==> src/rtl/decode_pkg.sv <==
// -----------------------------------------------------------------------------
// decode_pkg
// Shared definitions for the registered RV32I/M decode controller:
//   - RV32 major opcodes handled by the decoder
//   - store-size encodings carried on out_mem_store_type
//   - func7 values that select base, alternate (SUB/SRA) and M-extension ops
//   - ctrl_t, the control bundle held in the ID/EX slot, and its reset value
// -----------------------------------------------------------------------------
package decode_pkg;

    localparam logic [6:0] OP_R      = 7'b0110011;
    localparam logic [6:0] OP_IMM    = 7'b0010011;
    localparam logic [6:0] OP_LOAD   = 7'b0000011;
    localparam logic [6:0] OP_STORE  = 7'b0100011;
    localparam logic [6:0] OP_BRANCH = 7'b1100011;
    localparam logic [6:0] OP_JAL    = 7'b1101111;
    localparam logic [6:0] OP_JALR   = 7'b1100111;
    localparam logic [6:0] OP_LUI    = 7'b0110111;
    localparam logic [6:0] OP_AUIPC  = 7'b0010111;

    localparam logic [1:0] ST_B    = 2'b00;
    localparam logic [1:0] ST_H    = 2'b01;
    localparam logic [1:0] ST_W    = 2'b10;
    localparam logic [1:0] ST_NONE = 2'b11;

    localparam logic [6:0] F7_BASE   = 7'b0000000;
    localparam logic [6:0] F7_ALT    = 7'b0100000;
    localparam logic [6:0] F7_MULDIV = 7'b0000001;

    typedef struct packed {
        logic       alu_src;
        logic       mem_write;
        logic [2:0] mem_load_type;
        logic [1:0] mem_store_type;
        logic       wb_load;
        logic       wb_reg_file;
        logic       m_type;
        logic       branch;
        logic       jal;
        logic       jalr;
        logic [4:0] rd;
        logic [4:0] rs1;
        logic [4:0] rs2;
        logic       invalid;
    } ctrl_t;

    // Idle bundle: everything off, and "no write" on the store-size field.
    localparam ctrl_t CTRL_RESET = '{
        alu_src:        1'b0,
        mem_write:      1'b0,
        mem_load_type:  3'b000,
        mem_store_type: ST_NONE,
        wb_load:        1'b0,
        wb_reg_file:    1'b0,
        m_type:         1'b0,
        branch:         1'b0,
        jal:            1'b0,
        jalr:           1'b0,
        rd:             5'd0,
        rs1:            5'd0,
        rs2:            5'd0,
        invalid:        1'b0
    };

endpackage

==> src/rtl/decode_ctrl_pipe_logic.sv <==
// -----------------------------------------------------------------------------
// decode_logic
// Purely combinational RV32I/M instruction decoder.
//   instr    in  32  instruction word
//   ctrl     out     decoded control bundle (ctrl_t), including invalid flag
//   uses_rs1 out  1  instruction reads rs1 (R, I-ALU, load, store, branch, JALR)
//   uses_rs2 out  1  instruction reads rs2 (R, store, branch)
// Parameters:
//   M_EXT  1 = accept MUL/DIV (func7=0000001 on OP_R), 0 = flag them illegal
//   STRICT 1 = full func3/func7 legality, 0 = opcode-only legality (+ M_EXT)
// An illegal instruction keeps its branch/jump flags and register fields but
// has every architectural side effect (memory write, writeback, M op) removed.
// -----------------------------------------------------------------------------
module decode_logic
    import decode_pkg::*;
#(
    parameter bit M_EXT  = 1'b1,
    parameter bit STRICT = 1'b1
) (
    input  logic [31:0] instr,
    output ctrl_t       ctrl,
    output logic        uses_rs1,
    output logic        uses_rs2
);

    logic [6:0] opcode;
    logic [6:0] func7;
    logic [2:0] func3;
    logic       strict_ok;
    logic       base_ok;
    logic       writes_rd;
    logic       legal;

    assign opcode = instr[6:0];
    assign func3  = instr[14:12];
    assign func7  = instr[31:25];

    always_comb begin
        // NOTE: every output and temporary gets a default before the case, so
        // no opcode path can leave one unassigned and infer a latch.
        ctrl          = CTRL_RESET;
        ctrl.rd       = instr[11:7];
        ctrl.rs1      = instr[19:15];
        ctrl.rs2      = instr[24:20];
        uses_rs1      = 1'b0;
        uses_rs2      = 1'b0;
        writes_rd     = 1'b0;
        strict_ok     = 1'b0;
        base_ok       = 1'b1;

        case (opcode)
            OP_R: begin
                uses_rs1    = 1'b1;
                uses_rs2    = 1'b1;
                writes_rd   = 1'b1;
                ctrl.m_type = (func7 == F7_MULDIV);
                base_ok     = (func7 != F7_MULDIV) || M_EXT;
                strict_ok   = (func7 == F7_BASE)
                           || (func7 == F7_ALT && (func3 == 3'b000 || func3 == 3'b101))
                           || (func7 == F7_MULDIV && M_EXT);
            end
            OP_IMM: begin
                uses_rs1     = 1'b1;
                writes_rd    = 1'b1;
                ctrl.alu_src = 1'b1;
                // Only the shift immediates carry a func7 field.
                case (func3)
                    3'b001:  strict_ok = (func7 == F7_BASE);
                    3'b101:  strict_ok = (func7 == F7_BASE) || (func7 == F7_ALT);
                    default: strict_ok = 1'b1;
                endcase
            end
            OP_LOAD: begin
                uses_rs1           = 1'b1;
                writes_rd          = 1'b1;
                ctrl.alu_src       = 1'b1;
                ctrl.wb_load       = 1'b1;
                ctrl.mem_load_type = func3;
                strict_ok = func3 inside {3'b000, 3'b001, 3'b010, 3'b100, 3'b101};
            end
            OP_STORE: begin
                uses_rs1            = 1'b1;
                uses_rs2            = 1'b1;
                ctrl.alu_src        = 1'b1;
                ctrl.mem_write      = 1'b1;
                ctrl.mem_store_type = func3[1:0];
                strict_ok = func3 inside {3'b000, 3'b001, 3'b010};
            end
            OP_BRANCH: begin
                uses_rs1    = 1'b1;
                uses_rs2    = 1'b1;
                ctrl.branch = 1'b1;
                strict_ok   = !(func3 inside {3'b010, 3'b011});
            end
            OP_JAL: begin
                writes_rd = 1'b1;
                ctrl.jal  = 1'b1;
                strict_ok = 1'b1;
            end
            OP_JALR: begin
                uses_rs1     = 1'b1;
                writes_rd    = 1'b1;
                ctrl.alu_src = 1'b1;
                ctrl.jalr    = 1'b1;
                strict_ok    = (func3 == 3'b000);
            end
            OP_LUI, OP_AUIPC: begin
                writes_rd    = 1'b1;
                ctrl.alu_src = 1'b1;
                strict_ok    = 1'b1;
            end
            default: begin
                base_ok = 1'b0;
            end
        endcase

        legal            = STRICT ? strict_ok : base_ok;
        ctrl.wb_reg_file = writes_rd && (ctrl.rd != 5'd0);

        if (!legal) begin
            ctrl.invalid        = 1'b1;
            ctrl.mem_write      = 1'b0;
            ctrl.wb_load        = 1'b0;
            ctrl.wb_reg_file    = 1'b0;
            ctrl.m_type         = 1'b0;
            ctrl.mem_store_type = ST_NONE;
        end
    end

endmodule

==> src/rtl/decode_ctrl_pipe.sv <==
// -----------------------------------------------------------------------------
// decode_ctrl_pipe
// Registered RV32I/M decode stage: decodes the IF/ID instruction and holds the
// control bundle in the ID/EX slot behind a valid/ready handshake.
//   clk, rst_n         clock, synchronous active-low reset
//   in_valid/in_ready  IF/ID handshake, in_instr is the instruction word
//   flush              kill the held bundle, refuse input this cycle
//   out_valid/out_ready ID/EX handshake for the out_* control bundle
//   hazard_stall       load-use stall active (in_valid blocked by a load)
//   illegal_count      saturating count of illegal bundles consumed by EX
// Parameters: M_EXT, STRICT (passed to decode_logic), CNT_W (counter width).
// Build option: define DECODE_ILLEGAL_CNT_EN to build the illegal-instruction
// counter; without it illegal_count is tied to zero.
// -----------------------------------------------------------------------------
module decode_ctrl_pipe
    import decode_pkg::*;
#(
    parameter bit M_EXT  = 1'b1,
    parameter bit STRICT = 1'b1,
    parameter int CNT_W  = 16
) (
    input  logic             clk,
    input  logic             rst_n,
    input  logic             in_valid,
    output logic             in_ready,
    input  logic [31:0]      in_instr,
    input  logic             flush,
    output logic             out_valid,
    input  logic             out_ready,
    output logic             out_alu_src,
    output logic             out_mem_write,
    output logic [2:0]       out_mem_load_type,
    output logic [1:0]       out_mem_store_type,
    output logic             out_wb_load,
    output logic             out_wb_reg_file,
    output logic             out_m_type,
    output logic             out_branch,
    output logic             out_jal,
    output logic             out_jalr,
    output logic [4:0]       out_rd,
    output logic [4:0]       out_rs1,
    output logic [4:0]       out_rs2,
    output logic             out_invalid,
    output logic             hazard_stall,
    output logic [CNT_W-1:0] illegal_count
);

    ctrl_t dec;
    logic  uses_rs1;
    logic  uses_rs2;
    ctrl_t ctrl_d, ctrl_q;
    logic  valid_d, valid_q;
    logic  load_use;
    logic  accept;

    decode_logic #(
        .M_EXT  (M_EXT),
        .STRICT (STRICT)
    ) u_decode (
        .instr    (in_instr),
        .ctrl     (dec),
        .uses_rs1 (uses_rs1),
        .uses_rs2 (uses_rs2)
    );

    // The held bundle is a load whose result the incoming instruction needs;
    // x0 is never a real dependency.
    assign load_use = valid_q && ctrl_q.wb_load && (ctrl_q.rd != 5'd0)
                   && ((uses_rs1 && dec.rs1 == ctrl_q.rd)
                    || (uses_rs2 && dec.rs2 == ctrl_q.rd));

    assign hazard_stall = in_valid && load_use;
    assign in_ready     = !flush && !load_use && (!valid_q || out_ready);
    assign accept       = in_valid && in_ready;

    // Slot update: flush beats a new load, which beats a plain drain. A drain
    // during a load-use cycle leaves the slot empty, which is the bubble.
    always_comb begin
        valid_d = valid_q;
        ctrl_d  = ctrl_q;
        if (flush) begin
            valid_d = 1'b0;
        end else if (accept) begin
            valid_d = 1'b1;
            ctrl_d  = dec;
        end else if (out_ready) begin
            valid_d = 1'b0;
        end
    end

    always_ff @(posedge clk) begin
        // NOTE: state is written with <= so every flop samples the pre-edge
        // values together; the reset branch restores the full bundle.
        if (!rst_n) begin
            valid_q <= 1'b0;
            ctrl_q  <= CTRL_RESET;
        end else begin
            valid_q <= valid_d;
            ctrl_q  <= ctrl_d;
        end
    end

`ifdef DECODE_ILLEGAL_CNT_EN
    logic [CNT_W-1:0] illegal_count_d, illegal_count_q;
    logic             retire_illegal;

    // A bundle flushed in the same cycle never reaches EX, so it is not counted.
    assign retire_illegal = valid_q && out_ready && ctrl_q.invalid && !flush;

    always_comb begin
        illegal_count_d = illegal_count_q;
        if (retire_illegal && (illegal_count_q != {CNT_W{1'b1}})) begin
            illegal_count_d = illegal_count_q + CNT_W'(1);
        end
    end

    always_ff @(posedge clk) begin
        if (!rst_n) begin
            illegal_count_q <= '0;
        end else begin
            illegal_count_q <= illegal_count_d;
        end
    end

    assign illegal_count = illegal_count_q;
`else
    assign illegal_count = '0;
`endif

    assign out_valid          = valid_q;
    assign out_alu_src        = ctrl_q.alu_src;
    assign out_mem_write      = ctrl_q.mem_write;
    assign out_mem_load_type  = ctrl_q.mem_load_type;
    assign out_mem_store_type = ctrl_q.mem_store_type;
    assign out_wb_load        = ctrl_q.wb_load;
    assign out_wb_reg_file    = ctrl_q.wb_reg_file;
    assign out_m_type         = ctrl_q.m_type;
    assign out_branch         = ctrl_q.branch;
    assign out_jal            = ctrl_q.jal;
    assign out_jalr           = ctrl_q.jalr;
    assign out_rd             = ctrl_q.rd;
    assign out_rs1            = ctrl_q.rs1;
    assign out_rs2            = ctrl_q.rs2;
    assign out_invalid        = ctrl_q.invalid;

endmodule

==> config.mk <==
export PLATFORM = sky130hd
export DESIGN_NAME = decode_ctrl_pipe
export DESIGN_NICKNAME = d
export VERILOG_FILES = /design/src/rtl/decode_pkg.sv /design/src/rtl/decode_ctrl_pipe_logic.sv /design/src/rtl/decode_ctrl_pipe.sv
export SDC_FILE = /design/constraint.sdc
export NUM_CORES = 1
export LEC_CHECK = 0
export CAP_MARGIN = 10
export CORE_MARGIN = 2
export CORE_UTILIZATION = 41
export DETAILED_ROUTE_END_ITERATION = 10
export GPL_TIMING_DRIVEN = 0
export PLACE_DENSITY = 0.84
export SLEW_MARGIN = 20
export SYNTH_ARGS = -nofsm -noshare
export SYNTH_HDL_FRONTEND = slang
export SYNTH_SLANG_ARGS = --single-unit
==> constraint.sdc <==
create_clock -name clk -period 2.55 [get_ports clk]
set_input_delay 0.255 -clock clk [delete_from_list [all_inputs] [get_ports clk]]
set_output_delay 0.255 -clock clk [all_outputs]
set_load 0.02 [all_outputs]
After elaboration in Yosys (flattened, before gate mapping). Index checks and enable logic that the tools add are counted.

Bits in registers: 30. Input port bits: 37. Output and inout bits: 48. Word-level logic and storage cells: 90.

Eq/ne operators: 18. Mux-type cells: 19. Bitwise logic cells: 2. Reductions and logical operators: 36.

Operator list (number): 7-bit by 6-bit equality test with 1-bit output, second input constant (4); 7-bit equality test, second input constant (3); 5-bit nonzero test (3); 7-bit by 5-bit equality test with 1-bit output, second input constant (2); 1-bit 2-to-1 mux (14); 6-bit OR reduction (2); 1-bit logical AND (11); 5-bit equality test (2); 7-bit by 1-bit equality test with 1-bit output, second input constant (1); 7-bit by 2-bit equality test with 1-bit output, second input constant (1); 7-bit zero test (1); 1-bit one-hot mux with 7 select lines (1); 7-bit OR reduction (1); 3-bit by 2-bit equality test with 1-bit output, second input constant (2); 3-bit equality test, second input constant (2); 1-bit logical OR (6); 3-bit OR reduction (2); 5-bit 2-to-1 mux (1); 1-bit zero test (4); 2-bit nonzero test (2); 3-bit by 1-bit equality test with 1-bit output, second input constant (1); 3-bit zero test (1); 3-bit 2-to-1 mux (1); 3-bit nonzero test (1); other kinds (5) (6).

Depth between registers and ports, before layout.
Word-level depth: 11. Gate-level depth with buffers: 9. Mapped depth without buffers: 6.

Modules after synthesis. Synthesis repeated with hierarchy kept, for this count alone.

Cell total of the unflattened synthesis: 255. Area total of the unflattened synthesis: 2057.0 µm².

By module, submodules not included: decode_ctrl_pipe (instances 1, cells an instance 175, area each 1470.2 µm², sequential area each 600.6 µm²); decode_logic (instances 1, cells an instance 80, area each 586.8 µm², sequential area each 0.0 µm²).

Worst setup path before layout. No wires, ideal clock.

Kind: reg2out. From: register ctrl_q (netlist bit out_rd[1]). To: output port in_ready. Arrival: 1.996 ns. Required time: 2.295 ns. Slack: 0.299 ns. Cell stages (with the launch flop): 6. Buffers on the path: 1. Cell sequence: dfxtp_1 > or4_1 > o211ai_1 > a21oi_4 > clkbuf_1 > nor3_1.

Cells in the longest elaborated chain, start to end: 7. Elaborated cells between the ends (all ways): 11. Classes of those cells: eq/ne (2); reduce/logical (9).

Ends and longest elaborated chain: from (decl) (line decode_ctrl_pipe.sv:51) `ctrl_t ctrl_d, ctrl_q;`; from (signal assigned) (line decode_ctrl_pipe.sv:99) `ctrl_q <= ctrl_d;`; 5-bit equality test, on equally long branches (line decode_ctrl_pipe.sv:69, decode_ctrl_pipe.sv:70); 1-bit logical AND, on equally long branches (line decode_ctrl_pipe.sv:69, decode_ctrl_pipe.sv:70); 1-bit logical OR (line decode_ctrl_pipe.sv:70) `|| (uses_rs2 && dec.rs2 == ctrl_q.rd));`; 1-bit logical AND * (line decode_ctrl_pipe.sv:69) `&& ((uses_rs1 && dec.rs1 == ctrl_q.rd)`; 1-bit zero test * (line decode_ctrl_pipe.sv:73) `assign in_ready = !flush && !load_use && (!valid_q || out_ready);`; 1-bit logical AND * (2 in series) (line decode_ctrl_pipe.sv:73); to (decl) (line decode_ctrl_pipe.sv:25) `output logic in_ready,`.

Every way passes the cells marked *; elsewhere a longest branch is shown, timed or not.

Final worst setup path.
From: input port in_instr[3]. To: output port hazard_stall.

Cells in the longest elaborated chain, start to end: 7. Elaborated cells between the ends (all ways): 15. Classes of those cells: eq/ne (6); mux (2); reduce/logical (7).

Ends and longest elaborated chain: from (decl) (line decode_ctrl_pipe.sv:26) `input logic [31:0] in_instr,`; 7-bit by 5-bit equality test with 1-bit output (tied with other cells) (line decode_ctrl_pipe_logic.sv:51) `case (opcode)`; 6-bit OR reduction (no source line) or 3-bit OR reduction (tied branches); 1-bit 2-to-1 mux (line decode_ctrl_pipe_logic.sv:51); 1-bit logical AND, on equally long branches (line decode_ctrl_pipe.sv:69, decode_ctrl_pipe.sv:70); 1-bit logical OR * (line decode_ctrl_pipe.sv:70); 1-bit logical AND * (line decode_ctrl_pipe.sv:69); 1-bit logical AND * (line decode_ctrl_pipe.sv:72) `assign hazard_stall = in_valid && load_use;`; to (decl) (line decode_ctrl_pipe.sv:44) `output logic hazard_stall,`.

Marked as above.

==> results by group <==
Floorplanning
  – DIE HEIGHT: 70.6 um
  – I/O pin cnt: 85
  – Die footprint: 0.00498 mm^2
  – Core ar.: 0.00432 mm^2
  – Starting density of the core: 42.0%
  – Die span in x: 70.6 um
  – Std cell rows: 24

Global route
  – Largest net degree at the start of global routing: 11
  – Gr ovfl total: 0
  – First-pass GRT wire length: 8.70 mm
  – Vias in the first global route: 1,858
  – GRT Util Overall: 21.4%
  – Antenna violations before repair: 0

Power and ir drop
  – NetSw: 306 uW
  – Net Sw Frac: 27.3%
  – Reg power frac: 44.0%
  – Comb pwr share: 22.9%
  – Total power: 1.12 mW
  – Peak VDD IR: 0.000247 V
  – Pint: 814 uW
  – Clock network fraction of total power: 33.2%
  – Total leakage power: 0.999 nW
  – PD cells: 413 mW/mm^2

Synth
  – Cell with the most instances after synthesis: a21oi_1
  – Avg Inst Size Synth: 8.15 um^2
  – Most frequent cells after synthesis: a21oi_1, dfxtp_1, o21ai_1
  – Sequential-to-total area share from yosys stat: 33.1%
  – Synth area leader: dfxtp_1
  – Primary FF master, synth: dfxtp_1
  – Mapped cell area: 0.00182 mm^2
  – Post-synth top area share: 33.1%
  – Largest cells by area after synthesis: dfxtp_1, a21oi_1, o21ai_1
  – Seq cells post-synth: 30
  – Post-synth EDFFs: 0
  – Mapped Cells: 223
  – Number of distinct library cells after synthesis: 48
  – Synth warnings: 0
  – Post-synth ARST share: 0%

Timing
  – Worst Skew: 12.1 ps
  – Count of final setup violators: 0
  – Slew Viols, Final: 0
  – Fin crit share: 97.9%
  – Slew @ Worst Pin: 996 ps
  – Endpoints failing hold: 0
  – Relative slew slack: 33.5%
  – Setup TNS: 0 ps
  – Period minus WS final: 2500 ps
  – Max Freq: 0.401 GHz
  – RSZ-0062 raised after global routing: yes

Placed design
  – Routability congestion estimate: 0.881
  – Dpl hpwl: 3.95 mm
  – IO buf count: 64

CTS
  – CTS Buf Count: 5
  – Clk sinks: 30
  – Worst-skew pair later-pin latency: 280 ps
  – Worst-path clk slew: 70 ps
  – Clock tree buffer depth: 2
  – Htree depth: 2
  – Cts hold-fix bufs: 0
  – CTS tree: built
  – CTS Root Cell: clkbuf_8

Detailed routing
  – Initial drt markers: 125
  – WL/cell: 14.5 um
  – Residual DRC: 0
  – DR pass1 iterations: 4
  – Post-route ant nets: 0
  – Routed WL: 5.26 mm
  – Vias post-DR: 1,932
  – Vias per cell: 5.34

Critical path
  – Worst setup EP type: primary output
  – CP Launch Type: primary input
  – WS Path Type: primary input to primary output
  – Crit path arrival time: 2240 ps
  – Worst EP required: 2300 ps
  – CP max FO: 10

Finish
  – Nets@finish: 348
  – Area delta synth->final: 49.3%
  – FF/Latch Area: 601 um^2
  – Share of cells above drive strength 1: 15.5%
  – FILL cells: 388
  – Multi-input gate area: 0.00104 mm^2
  – Antenna cell count: 0

Status
  – Status: complete, no violations

Flow run
  – Max-cap violations: 0

Hold path
  – Worst hold path type: primary input to flip-flop
-- through the flow --
step	util, %	cells	hold slack (ps)	worst slack (ps)	area, um^2
after floorplan	-	238	334	299	1870
after global placement	59.6	354	465	-823	2580
after detailed placement	59.6	354	474	-831	2580
after CTS	62.2	361	255	21.1	2690
after global routing	62.7	362	277	-50.4	2710
final	62.7	362	255	53.5	2710
-- routing by layer --
layer	up-vias	GRT usage [%]	share of wire, %
li1	962	-	-
met1	880	28.5	44
met2	75	34.3	48
met3	15	4.56	6.3
met4	0	7.97	2.1
met5	-	0	0
-- sequential cells by signal (all words and copies together), names as in the netlist --
| register | flops |
|---|---|
| out_rs1 | 5 |
| out_wb_reg_file | 1 |
| out_jal | 1 |
| out_rd | 5 |
| out_mem_load_type | 3 |
| out_jalr | 1 |
| out_mem_write | 1 |
| out_wb_load | 1 |
| out_invalid | 1 |
| out_valid | 1 |
| out_rs2 | 5 |
| out_m_type | 1 |
| out_alu_src | 1 |
| out_branch | 1 |
| out_mem_store_type | 2 |
-- final cells by class --
cell class                      count  share of cell area (%)
Tap cell                           52                    2.40
Clock buffer                        6                    3.04
Inverter                            4                   0.554
Sequential cell                    30                    22.1
Timing Repair Buffer               66                    24.1
Multi-Input combinational cell    170                    38.4
Buffer                             34                    9.36
-- timing repair --
action	CTS	global route
endpoints found under the hold margin	0	0
setup buffers	1	1
setup endpoints to repair	2	3
gates resized for setup	9	7
pin swaps	2	2
-- worst paths after layout --
kind / startpoint / endpoint / slack (ps) / depth (start not counted)
max reg2reg: out_rd[1]$_SDFFE_PN0P_ / out_mem_store_type[0]$_SDFFE_PN1P_ / 310 / 7
min reg2reg: out_alu_src$_SDFFE_PN0P_ / out_alu_src$_SDFFE_PN0P_ / 480 / 2
max: in_instr[3] / hazard_stall / 50 / 8
min: in_instr[12] / out_mem_load_type[0]$_SDFFE_PN0P_ / 250 / 3
-- power by group through the flow --
| stage | Sequential (mW) | Clock [mW] | Combinational [mW] |
|---|---|---|---|
| finish | 0.493 | 0.372 | 0.256 |
| global route | 0.495 | 0.395 | 0.275 |
| CTS | 0.493 | 0.376 | 0.252 |
| global placement | 0.502 | 0 | 0.245 |
| floorplan | 0.516 | 0 | 0.124 |
| detailed placement | 0.503 | 0 | 0.249 |
-- kinds of logic after synthesis --
group | Yosys count | synth area share (%)
simple gates | 65 | 21.4
compound gates | 78 | 25.5
xor+xnor | 11 | 5.30
other cells | 1 | 0.206
buf+inv | 38 | 14.6
flops | 30 | 33.1
-- worst max-delay path, cell delays in order --
cell             delay, ps
clkdlybuf4s50_1        460
nand3b_4               240
nor4_1                 320
nand4_1                220
a21oi_4                170
buf_4                  180
and2_1                 140
clkdlybuf4s15_2        250
-- placed cells by master, fill, tap and decap left out, types with 6 or more instances in the layout --
cell type	Yosys	routed
o21ai_1	26	26
nand4_1	7	7
a21oi_1	32	32
nand3_1	20	20
buf_4	16	19
nor2_1	6	6
conb_1	1	16
xor2_1	9	9
clkbuf_8	1	7
dfxtp_1	30	30
clkdlybuf4s50_1	0	61
o21ai_0	8	8
nor4_1	7	6
clkbuf_1	8	7
No activity file was read; power rests on OpenSTA's default activity.
